File: src/rtl/video_mode_ctrl_if.sv
// video_mode_ctrl_if
// Groups the button/frame/auto-cycle inputs and the registered mode outputs
// of the video mode controller into one bundle.
//   bg_btn_in        : pulse, request next background mode
//   target_btn_in    : pulse, request next overlay mode
//   new_frame_in     : pulse at start of vertical blanking
//   auto_en_in       : level, enables automatic mode cycling
//   bg_out           : background select for the video mux
//   target_out       : overlay select for the video mux
//   pending_out      : a manual change is waiting for a frame boundary
//   mode_changed_out : one-cycle pulse when the visible mode changed
// The controller uses the slave modport; whoever drives the buttons uses master.
interface video_mode_ctrl_if;
   logic       bg_btn_in;
   logic       target_btn_in;
   logic       new_frame_in;
   logic       auto_en_in;
   logic [1:0] bg_out;
   logic [1:0] target_out;
   logic       pending_out;
   logic       mode_changed_out;

   modport master (
      output bg_btn_in,
      output target_btn_in,
      output new_frame_in,
      output auto_en_in,
      input  bg_out,
      input  target_out,
      input  pending_out,
      input  mode_changed_out
   );

   modport slave (
      input  bg_btn_in,
      input  target_btn_in,
      input  new_frame_in,
      input  auto_en_in,
      output bg_out,
      output target_out,
      output pending_out,
      output mode_changed_out
   );
endinterface

File: src/rtl/video_mode_ctrl.sv
// video_mode_ctrl
// Selects the background and overlay modes of a video mux. Button presses
// accumulate in shadow registers and are applied atomically at the next frame
// boundary so the picture never changes mid-frame. With auto_en_in set and no
// manual request outstanding, the combined mode steps every AUTO_FRAMES frames.
// Ports:
//   clk_in   : pixel clock, the only clock
//   rst_n_in : synchronous active-low reset
//   bus      : video_mode_ctrl_if.slave (buttons, frame pulse, auto enable,
//              registered mode outputs, pending and mode-changed flags)
module video_mode_ctrl #(
   parameter int unsigned AUTO_FRAMES = 60,
   parameter bit          ALLOW_TEST  = 1'b0
) (
   input  logic               clk_in,
   input  logic               rst_n_in,
   video_mode_ctrl_if.slave   bus
);

   localparam logic [15:0] LAST_FRAME = 16'(AUTO_FRAMES - 1);

   typedef enum logic [0:0] {
      ST_IDLE    = 1'b0,
      ST_PENDING = 1'b1
   } state_t;

   state_t      state_q, state_d;
   logic [1:0]  bg_next_q, bg_next_d;
   logic [1:0]  target_next_q, target_next_d;
   logic [1:0]  bg_q, bg_d;
   logic [1:0]  target_q, target_d;
   logic [15:0] frame_cnt_q, frame_cnt_d;
   logic        mode_changed_q, mode_changed_d;
   logic        btn_any_s;

   // The test-colour code 2'b11 is skipped entirely unless ALLOW_TEST is set,
   // so target can never reach it in a production build.
   function automatic logic [1:0] next_target(input logic [1:0] t);
      logic [1:0] r;
      case (t)
         2'b00:   r = 2'b01;
         2'b01:   r = 2'b10;
         2'b10:   r = ALLOW_TEST ? 2'b11 : 2'b00;
         default: r = 2'b00;
      endcase
      return r;
   endfunction

   // Next-state, shadow, counter and output computation.
   always_comb begin
      state_d        = state_q;
      bg_next_d      = bg_next_q;
      target_next_d  = target_next_q;
      bg_d           = bg_q;
      target_d       = target_q;
      frame_cnt_d    = frame_cnt_q;
      btn_any_s      = bus.bg_btn_in | bus.target_btn_in;

      if (bus.bg_btn_in) begin
         bg_next_d = bg_next_q + 2'd1;
      end else begin
         bg_next_d = bg_next_q;
      end

      if (bus.target_btn_in) begin
         target_next_d = next_target(target_next_q);
      end else begin
         target_next_d = target_next_q;
      end

      case (state_q)
         ST_IDLE: begin
            if (btn_any_s) begin
               // A press always defers to the next frame, even if it
               // coincides with this frame pulse.
               state_d     = ST_PENDING;
               frame_cnt_d = 16'd0;
            end else if (!bus.auto_en_in) begin
               frame_cnt_d = 16'd0;
            end else if (bus.new_frame_in) begin
               if (frame_cnt_q == LAST_FRAME) begin
                  frame_cnt_d   = 16'd0;
                  bg_d          = bg_q + 2'd1;
                  target_d      = (bg_q == 2'b11) ? next_target(target_q) : target_q;
                  // Keep shadows in step so a later press starts from here.
                  bg_next_d     = bg_d;
                  target_next_d = target_d;
               end else begin
                  frame_cnt_d = frame_cnt_q + 16'd1;
               end
            end else begin
               frame_cnt_d = frame_cnt_q;
            end
         end
         ST_PENDING: begin
            frame_cnt_d = 16'd0;
            if (bus.new_frame_in) begin
               // Apply the shadows as they stood before this cycle's press.
               bg_d     = bg_next_q;
               target_d = target_next_q;
               state_d  = btn_any_s ? ST_PENDING : ST_IDLE;
            end else begin
               state_d = ST_PENDING;
            end
         end
         default: begin
            state_d     = ST_IDLE;
            frame_cnt_d = 16'd0;
         end
      endcase

      mode_changed_d = ({target_d, bg_d} != {target_q, bg_q});
   end

   // State and output registers with synchronous active-low reset.
   always_ff @(posedge clk_in) begin
      if (!rst_n_in) begin
         state_q        <= ST_IDLE;
         bg_next_q      <= 2'b00;
         target_next_q  <= 2'b00;
         bg_q           <= 2'b00;
         target_q       <= 2'b00;
         frame_cnt_q    <= 16'd0;
         mode_changed_q <= 1'b0;
      end else begin
         state_q        <= state_d;
         bg_next_q      <= bg_next_d;
         target_next_q  <= target_next_d;
         bg_q           <= bg_d;
         target_q       <= target_d;
         frame_cnt_q    <= frame_cnt_d;
         mode_changed_q <= mode_changed_d;
      end
   end

   assign bus.bg_out           = bg_q;
   assign bus.target_out       = target_q;
   assign bus.pending_out      = (state_q == ST_PENDING);
   assign bus.mode_changed_out = mode_changed_q;

endmodule

File: src/flat_wrapper.sv
// flat-port wrapper written by rule: the top's interface ports become plain ports
module video_mode_ctrl_flat 
#(
   parameter int unsigned AUTO_FRAMES = 60,
   parameter bit          ALLOW_TEST  = 1'b0
)
  (clk_in, rst_n_in, bus_bg_btn_in, bus_target_btn_in, bus_new_frame_in, bus_auto_en_in, bus_bg_out, bus_target_out, bus_pending_out, bus_mode_changed_out);
  video_mode_ctrl_if bus_i ();
  input  logic clk_in;
  input  logic rst_n_in;
  input wire logic [$bits(bus_i.bg_btn_in)-1:0] bus_bg_btn_in;
  input wire logic [$bits(bus_i.target_btn_in)-1:0] bus_target_btn_in;
  input wire logic [$bits(bus_i.new_frame_in)-1:0] bus_new_frame_in;
  input wire logic [$bits(bus_i.auto_en_in)-1:0] bus_auto_en_in;
  output wire logic [$bits(bus_i.bg_out)-1:0] bus_bg_out;
  output wire logic [$bits(bus_i.target_out)-1:0] bus_target_out;
  output wire logic [$bits(bus_i.pending_out)-1:0] bus_pending_out;
  output wire logic [$bits(bus_i.mode_changed_out)-1:0] bus_mode_changed_out;
  assign bus_i.bg_btn_in = bus_bg_btn_in;
  assign bus_i.target_btn_in = bus_target_btn_in;
  assign bus_i.new_frame_in = bus_new_frame_in;
  assign bus_i.auto_en_in = bus_auto_en_in;
  assign bus_bg_out = bus_i.bg_out;
  assign bus_target_out = bus_i.target_out;
  assign bus_pending_out = bus_i.pending_out;
  assign bus_mode_changed_out = bus_i.mode_changed_out;
  video_mode_ctrl #(.AUTO_FRAMES(AUTO_FRAMES), .ALLOW_TEST(ALLOW_TEST)) u_core (.clk_in(clk_in), .rst_n_in(rst_n_in), .bus(bus_i));
endmodule
File: config.mk
export PLATFORM = sky130hd
export DESIGN_NAME = video_mode_ctrl_flat
export DESIGN_NICKNAME = d
export VERILOG_FILES = /design/src/rtl/video_mode_ctrl_if.sv /design/src/rtl/video_mode_ctrl.sv /design/src/flat_wrapper.sv
export SDC_FILE = /design/constraint.sdc
export NUM_CORES = 1
export LEC_CHECK = 0
export CAP_MARGIN = 25
export CORE_MARGIN = 2
export CORE_UTILIZATION = 55
export CTS_CLUSTER_SIZE = 12
export DETAILED_ROUTE_END_ITERATION = 16
export PLACE_DENSITY_LB_ADDON = 0.05
export RECOVER_POWER = 50
export SLEW_MARGIN = 15
export SYNTH_ARGS = -nofsm -noshare
export SYNTH_HDL_FRONTEND = slang
export SYNTH_SLANG_ARGS = --single-unit
File: constraint.sdc
create_clock -name clk_in -period 1.9 [get_ports clk_in]
set_input_delay 0.475 -clock clk_in [delete_from_list [all_inputs] [get_ports clk_in]]
set_output_delay 0.475 -clock clk_in [all_outputs]
set_load 0.1 [all_outputs]
* Yosys cells after proc, flatten, opt, wreduce, memory -nomap -nowiden
Cells that the tools add are included.
** Storage, ports and cells
- Register bits :: 26
- Bits of input ports :: 6
- Output and inout port bits :: 6
- Logic and storage cells :: 55
** Operators by class
- Add/subtract/negate cells :: 3
- Eq/ne operators :: 6
- Muxes and demuxes :: 35
- Bitwise logic cells :: 2
- Reductions and logical operators :: 2
** Operators by type and width (number)
- 2-to-1 mux 16 bit :: 4
- 2-to-1 mux 2 bit :: 23
- case mux 16 bit (2 select lines) :: 1
- adder 16 x 1 -> 16 bit (second input constant) :: 1
- == test 16 x 6 -> 1 bit (second input constant) :: 1
- case mux 2 bit (2 select lines) :: 4
- adder 2 x 1 -> 2 bit (second input constant) :: 2
- == test 2 x 1 -> 1 bit (second input constant) :: 2
- logical NOT 2 bit :: 2
- inequality test 4 x 3 -> 1 bit (second input constant) :: 1
- inequality test 4 bit :: 1
- == test 2 bit (second input constant) :: 1
- 2-to-1 mux 1 bit :: 2
- case mux 1 bit (2 select lines) :: 1
- NOT 1 bit :: 1
- OR 1 bit :: 1

* Logic depth before layout (Yosys ltp)
Gate-level depths: netlist of the first run.
- Word-level depth :: 9
- Depth in mapped cells :: 6
- Gate-level depth less buffers :: 5

* Least setup slack after synthesis of the first run
OpenSTA, ideal clock, no wires.
- Path kind :: flip-flop to flip-flop
- Start point :: register u_core.state_q (netlist: u_core.bus.pending_out)
- End point :: register u_core.frame_cnt_q[12]
- Library setup time :: 75 ps
- Arrival :: 2112 ps
- Data required time :: 1825 ps
- Setup slack :: -287 ps
- Stages on the path, launching flop included :: 7
- Buffers on the path :: 2
- Period minus slack after synthesis :: 2187 ps
- Path through :: dfxtp_1 -> buf_4 -> or4b_4 -> buf_2 -> o2111ai_1 -> or3_1 -> a21oi_1
** Between the ends
- Word-level cells in the longest chain between the ends :: 2
- Elaborated cells on any way between the ends :: 3
- Those cells by class :: eq/ne: 1; mux: 1; bitwise: 1
** Ends and longest elaborated chain
- start: declaration :: line video_mode_ctrl.sv:27 : state_t state_q, state_d;
- start signal: assignment :: line video_mode_ctrl.sv:126 : state_q <= state_d;
- NOT 1 bit :: line video_mode_ctrl.sv:71 : case (state_q)
- inequality test 4 x 3 -> 1 bit (no line) or case mux 16 bit (2 select lines) (tied branches)
- end signal: assignment :: line video_mode_ctrl.sv:131 : frame_cnt_q <= frame_cnt_d;
- end: declaration :: line video_mode_ctrl.sv:32 : logic [15:0] frame_cnt_q, frame_cnt_d;
Several ways; a longest one is shown, not always the timed one.
A chain may end at the register's enable or synchronous reset.

* Worst setup path after layout of the first run
- Start point :: register u_core.frame_cnt_q[0]
- End point :: register u_core.frame_cnt_q[15]
** Between the ends
- Word-level cells in the longest chain between the ends :: 6
- Elaborated cells on any way between the ends :: 7
- Those cells by class :: add/sub: 1; eq/ne: 1; mux: 5
** Ends and longest elaborated chain
- adder 16 x 1 -> 16 bit or == test 16 x 6 -> 1 bit (tied branches) :: line video_mode_ctrl.sv:89, video_mode_ctrl.sv:81
- 2-to-1 mux 16 bit * :: line video_mode_ctrl.sv:81 : if (frame_cnt_q == LAST_FRAME) begin
- 2-to-1 mux 16 bit * :: line video_mode_ctrl.sv:80 : end else if (bus.new_frame_in) begin
- 2-to-1 mux 16 bit * :: line video_mode_ctrl.sv:78 : end else if (!bus.auto_en_in) begin
- 2-to-1 mux 16 bit * :: line video_mode_ctrl.sv:73 : if (btn_any_s) begin
- case mux 16 bit (2 select lines) * :: line video_mode_ctrl.sv:71
Mark *: on every way between the ends. The rest lies on a longest branch, timed or not. The select of a mux whose other input is x is not followed.

==> results_dict.tcl, run 1 <==
set metrics [dict create \
    grt_max_degree 19 \
    coreArea_sq_mm 0.002758 \
    wire_per_inst_um 16.25 \
    routabilityCongestion 0.8842 \
    skew_ns 0.002131 \
    power_density_mw_per_mm2 545.7 \
    gr-total-overflow 0 \
    cp.arrival_ns 2.06 \
    design_area_sq_mm 0.001971 \
    cts_num_sinks 26 \
    num_rows 19 \
    initial_utilization 0.5821 \
    hold_ws_ns 0.5307 \
    antenna_cells 0 \
    drcViolationCount 0 \
    clkTransAtPathRegs_ns 0.14 \
    tns_ns 0 \
    drtAntennaViolNets 0 \
    ioPinCount 12 \
    htreeDepth 1 \
    via_per_inst 6.427 \
    setup.worst_path.end_class "flip-flop" \
    dieArea_sq_mm 0.003367 \
    worstPathCellList "ha_2, nor4b_4, nand4_4, buf_4, nor4bb_1, o31a_1" \
    drive_gt1_frac 0.2286 \
    synth-edff-count 0 \
    drt_iter0_drc 51 \
    grt_pass1_wl_um 6555 \
    drt_first_pass_iters 4 \
    worst_path_largest_cell_delay_ns 0.37 \
    ctsHoldBuffers 0 \
    dpl.hpwl_um 2933 \
    cts_tree "yes" \
    relSlewSlack 0.6416 \
    worstMarginPinSlew_ns 0.5399 \
    num_vias 1549 \
    cp_max_fo 9 \
    clockBufferDepth 2 \
    crit_buf_inv 1 \
    syn_inst 183 \
    antenna_found_initial 0 \
    synth_ff_type "dfxtp_1" \
    first_global_vias 1394 \
    period_needed_ns 1.817 \
    gr-usage-all-layers 0.2550 \
    fin_total_pwr_w 0.001075 \
    slowest_stage "dfxtp_1" \
    cp_top_family "simple AND/OR/NAND/NOR gates" \
    drt-total-wl_um 3917 \
    vdd_drop_max_uv 509.4 \
    die_w_um 58.03 \
    async_flop_share 0 \
    cts_root_buf "clkbuf_4" \
    finalHoldViolations 0 \
    setup_viol 0 \
    max_freq_mhz 550.4 \
    synth_nets 191 \
    rsz0062_at_grt "false" \
    synth_area_sq_mm 0.001605 \
    rrSetupSlack_ns 0.08 \
    min_path_type "flip-flop to flip-flop" \
    yosys.cell_types.count 54 \
    setup.worst_path.class "flip-flop to flip-flop" \
    ys_seq_area_frac 0.3242 \
    p_leak_nw 0.6839 \
    final_nets 219 \
    cts_made_buffers 3 \
    ys_ff_latch 26 \
    drv_slew 0 \
    place_area_sq_mm 0.001953 \
    area_growth_pct 22.76 \
    synth_warnings 0 \
    port_buffers 11 \
    outcome "finished, final reports clean" \
    avgSynthCellArea_sq_um 8.772 \
    start_kind "flip-flop" \
    drv_cap 0 \
    worstSkewPairLatency_ns 0.33 \
    die_h_um 58.03 \
    period_share 0.9562 \
    cp_data_required_time_ns 2.14 \
]
synth_stat cells, types with 4 or more instances:
cell / instances / area (sq um)
and3_1: 4 / 25.02
clkbuf_1: 5 / 18.77
buf_2: 5 / 25.02
nor2_1: 13 / 48.80
xnor2_1: 6 / 52.55
dfxtp_1: 26 / 520.5
inv_1: 6 / 22.52
xor2_1: 4 / 35.03
nor3_1: 5 / 25.02
o21ai_0: 8 / 40.04
nand3_1: 5 / 25.02
a21oi_1: 13 / 65.06
a211oi_1: 4 / 30.03
or3_1: 5 / 31.28
nand4_1: 5 / 31.28
nand2_1: 10 / 37.54
o2111ai_1: 5 / 43.79
worst register-to-register path, stage by stage, from the launching register on:
cell	delay, ns
dfxtp_1	0.37
ha_2	0.22
nor4b_4	0.31
nand4_4	0.20
buf_4	0.22
nor4bb_1	0.15
o31a_1	0.27
stage by stage:
| step | setup slack, ns | util | instances |
|---|---|---|---|
| floorplan | 0.005803 | - | 183 |
| global placement | -0.3455 | 0.7083 | 235 |
| detailed placement | -0.4106 | 0.7083 | 235 |
| CTS | 0.007538 | 0.7282 | 240 |
| global route | 0.01436 | 0.7146 | 241 |
| finish | 0.08330 | 0.7146 | 241 |
layout by cell type (no fill, tap or decap), drive strengths merged, types with 2 or more instances in the layout:
cell           instances
nor3                   5
nand2                 10
nor4b                  2
xor2                   4
clkbuf                 7
xnor2                  6
nand3b                 2
or2                    3
and4b                  2
ha                     2
o21ai                  9
buf                   26
nand3                  5
nand4                  6
dfxtp                 26
a31oi                  3
clkdlybuf4s50          2
or4                    2
and4                   3
and3                   4
o2111ai                7
nor2                  13
mux2i                  3
a21oi                 13
mux2                   2
a211oi                 4
or4b                   2
a311oi                 2
nor4bb                 2
nor3b                  3
or3                    5
inv                    7
dlygate4sd2            2
flip-flops by register name (all words and copies together) (netlist names):
name and flops:
u_core.frame_cnt_q 16, u_core.bg_next_q 2, u_core.bus.bg_out 2, u_core.bus.target_out 2
u_core.target_next_q 2, u_core.bus.mode_changed_out 1, u_core.bus.pending_out 1
report_power, final:
group	internal [W]	total [W]	switching, W
combinational	0.0000802	0.000200	0.000120
clock	0.000118	0.000289	0.000171
sequential	0.000561	0.000587	0.0000261
total	0.000759	0.00108	0.000317
cell families (layout without fill, tap and decap cells):
family | count (synthesis) | count (layout) | synth area share
simple gates | 75 | 76 | 0.3211
compound gates | 46 | 46 | 0.2011
flops | 26 | 26 | 0.3242
buf+inv | 19 | 45 | 0.05066
xor+xnor | 10 | 10 | 0.05456
mux | 5 | 5 | 0.03274
fa+ha+maj | 2 | 2 | 0.01559
repair_timing:
item                       4_1_cts  5_1_grt
pin swaps                        2        0
cloned                           1        0
resized for setup                3        5
setup buffers                    0        1
setup endpoints to repair        5       11
path summary, 6_finish.rpt:
path,depth (start not counted),start,end
min,2,u_core.frame_cnt_q[13],u_core.frame_cnt_q[13]
max reg2reg,6,u_core.frame_cnt_q[0],u_core.frame_cnt_q[15]
min reg2reg,2,u_core.frame_cnt_q[13],u_core.frame_cnt_q[13]
max,6,u_core.frame_cnt_q[0],u_core.frame_cnt_q[15]
layer usage:
| layer | vias to the layer above | part of all wire | GRT usage |
|---|---|---|---|
| li1 | 755 | - | - |
| met1 | 734 | 0.47 | 0.3668 |
| met2 | 49 | 0.46 | 0.3782 |
| met3 | 11 | 0.052 | 0.03795 |
| met4 | 0 | 0.023 | 0.1130 |
| met5 | - | 0 | 0 |
area by class of cell:
class	count	area [sq um]
multi-input cells	139	1030
inverters	7	26.28
clock buffers	4	36.28
fillers	225	787.0
well taps	31	38.79
flip-flops and latches	26	520.5
repair buffers	34	319.1
Note: power is estimated with default switching activity, not from simulation.
==> run 2, diff against run 1 <==
Settings changed: CORE_UTILIZATION 55 to 52, SLEW_MARGIN 15 to not set.
Clock period 1.9 ns to 1.55 ns, I/O delays scaled along.
==> results_dict.tcl, run 2 (synthesis results as in run 1) <==
set metrics [dict create \
    outcome "finished, violations left" \
    failed_checks "setup timing" \
    regMostFlops "u_core.frame_cnt_q" \
    worstSkewPairLatency_ns 0.34 \
    clockBufferDepth 2 \
    cts_tree "yes" \
    antenna_found_initial 0 \
    antenna_cells 0 \
    port_buffers 11 \
    hold-path-cell-count 3 \
    drv_slew 0 \
    rr_worst_depth 7 \
    vdd_drop_max_uv 494.5 \
    grt_pass1_wl_um 7424 \
    fin_ws_ns -0.1046 \
    dpl.hpwl_um 3157 \
    period_needed_ns 1.655 \
    largest_register_ffs 16 \
    gr-total-overflow 0 \
    die_h_um 59.56 \
    design_area_sq_mm 0.002407 \
    area_growth_pct 49.96 \
    ctsHoldBuffers 0 \
    drcViolationCount 0 \
    layout_commonest_cell "buf_4" \
    htreeDepth 1 \
    cp.arrival_ns 1.93 \
    grt_max_degree 15 \
    worstMarginPinSlew_ns 0.3543 \
    final_nets 246 \
    drt_first_pass_iters 4 \
    gr-usage-all-layers 0.2763 \
    drive_gt1_frac 0.4852 \
    dp_slack_ns -0.7368 \
    drt-total-wl_um 4932 \
    final_util 0.8017 \
    finalHoldViolations 0 \
    cts_made_buffers 3 \
    p_leak_nw 0.8463 \
    drt_iter0_drc 93 \
    rrSetupSlack_ns -0.10 \
    relSlewSlack 0.7613 \
    final_cell_mix "buf_4 (42), dfxtp_1 (14), nor2_1 (12)" \
    power_density_mw_per_mm2 546.8 \
    drtAntennaViolNets 0 \
    place_area_sq_mm 0.002115 \
    period_share 1.067 \
    setup.worst_path.class "flip-flop to flip-flop" \
    cts_num_sinks 26 \
    cp_max_fo 4 \
    timing.rr.end "u_core.frame_cnt_q[10]" \
    start_kind "flip-flop" \
    place_inst 256 \
    routabilityCongestion 0.9431 \
    wire_per_inst_um 18.27 \
    timing.rr.start "u_core.frame_cnt_q[1]" \
    cts_root_buf "clkbuf_4" \
    num_rows 20 \
    initial_utilization 0.5346 \
    setup_viol 18 \
    hp-start "bus_target_btn_in" \
    ioPinCount 12 \
    setup.worst_path.end_class "flip-flop" \
    clkTransAtPathRegs_ns 0.14 \
    final_cells 270 \
    first_global_vias 1580 \
    skew_ns 0.006132 \
    drv_cap 0 \
    dieArea_sq_mm 0.003547 \
    num_vias 1710 \
    die_w_um 59.56 \
    max_freq_mhz 604.4 \
    cp_data_required_time_ns 1.83 \
    via_per_inst 6.333 \
    min_path_type "input port to flip-flop" \
    hold_path_end "u_core.bus.pending_out" \
    coreArea_sq_mm 0.003003 \
    rsz0062_at_grt "true" \
]
-- run 2: routing by layer --
layer,track usage,part of all wire,vias to the layer above
li1,-,-,808
met1,0.3881,0.42,823
met2,0.4380,0.48,62
met3,0.03057,0.066,17
met4,0.09841,0.032,0
met5,0,0,-
-- run 2: how the worst max path moves through the flow --
| stage | from | to | slack [ns] |
|---|---|---|---|
| 2_1_floorplan | u_core.bus.pending_out | u_core.frame_cnt_q[5] | -0.19 |
| 6_report | u_core.frame_cnt_q[1] | u_core.frame_cnt_q[10] | -0.10 |
| 3_3_place_gp | bus_target_btn_in | u_core.frame_cnt_q[13] | -0.70 |
| 4_1_cts | u_core.frame_cnt_q[1] | u_core.bg_next_q[0] | -0.12 |
| 5_1_grt | u_core.frame_cnt_q[1] | u_core.bus.target_out[0] | -0.19 |
| 3_5_place_dp | bus_target_btn_in | u_core.frame_cnt_q[13] | -0.74 |
-- run 2: metrics by stage --
stage	hold WS (ns)	TNS, ns	power [W]
6_report	0.5397	-0.7617	0.001316
5_1_grt	0.5405	-1.951	0.001378
4_1_cts	0.5171	-1.077	0.001312
3_5_place_dp	0.5385	-15.40	0.0009909
3_3_place_gp	0.5212	-14.32	0.0009854
2_1_floorplan	0.4722	-1.955	0.0008918
-- run 2: cell type report --
type / count / area [sq um]
clock buffers: 3 / 22.52
well taps: 33 / 41.29
repair buffers: 61 / 560.5
flip-flops and latches: 26 / 545.5
inverters: 7 / 28.78
clock inverters: 1 / 3.754
fillers: 197 / 595.6
multi-input cells: 139 / 1205
-- run 2: timing repair --
item | CTS | global route
setup endpoints to repair | 25 | 24
gates resized for setup | 28 | 33
buffers inserted | 5 | 4
pin swaps | 14 | 15
gates cloned | 1 | 0
-- run 2: critical path: stages (launching register included) --
cell,delay (ns)
dfxtp_2,0.38
ha_4,0.14
buf_4,0.10
buf_6,0.09
and3_4,0.21
o2111ai_4,0.16
or3_4,0.40
a21oi_2,0.12
-- run 2: where the power goes --
| part | internal [W] | leakage, nW | switching [W] | total [W] |
|---|---|---|---|---|
| Sequential | 0.000685 | 0.218 | 0.0000292 | 0.000714 |
| Combinational | 0.000125 | 0.613 | 0.000173 | 0.000298 |
| Clock | 0.0000951 | 0.0154 | 0.000209 | 0.000304 |
==> run 3, diff against run 2 <==
Settings changed: SLEW_MARGIN set to 30.
==> results of run 3 <==
Same layout as run 2: the final DEF is identical, and so are final timing and power.
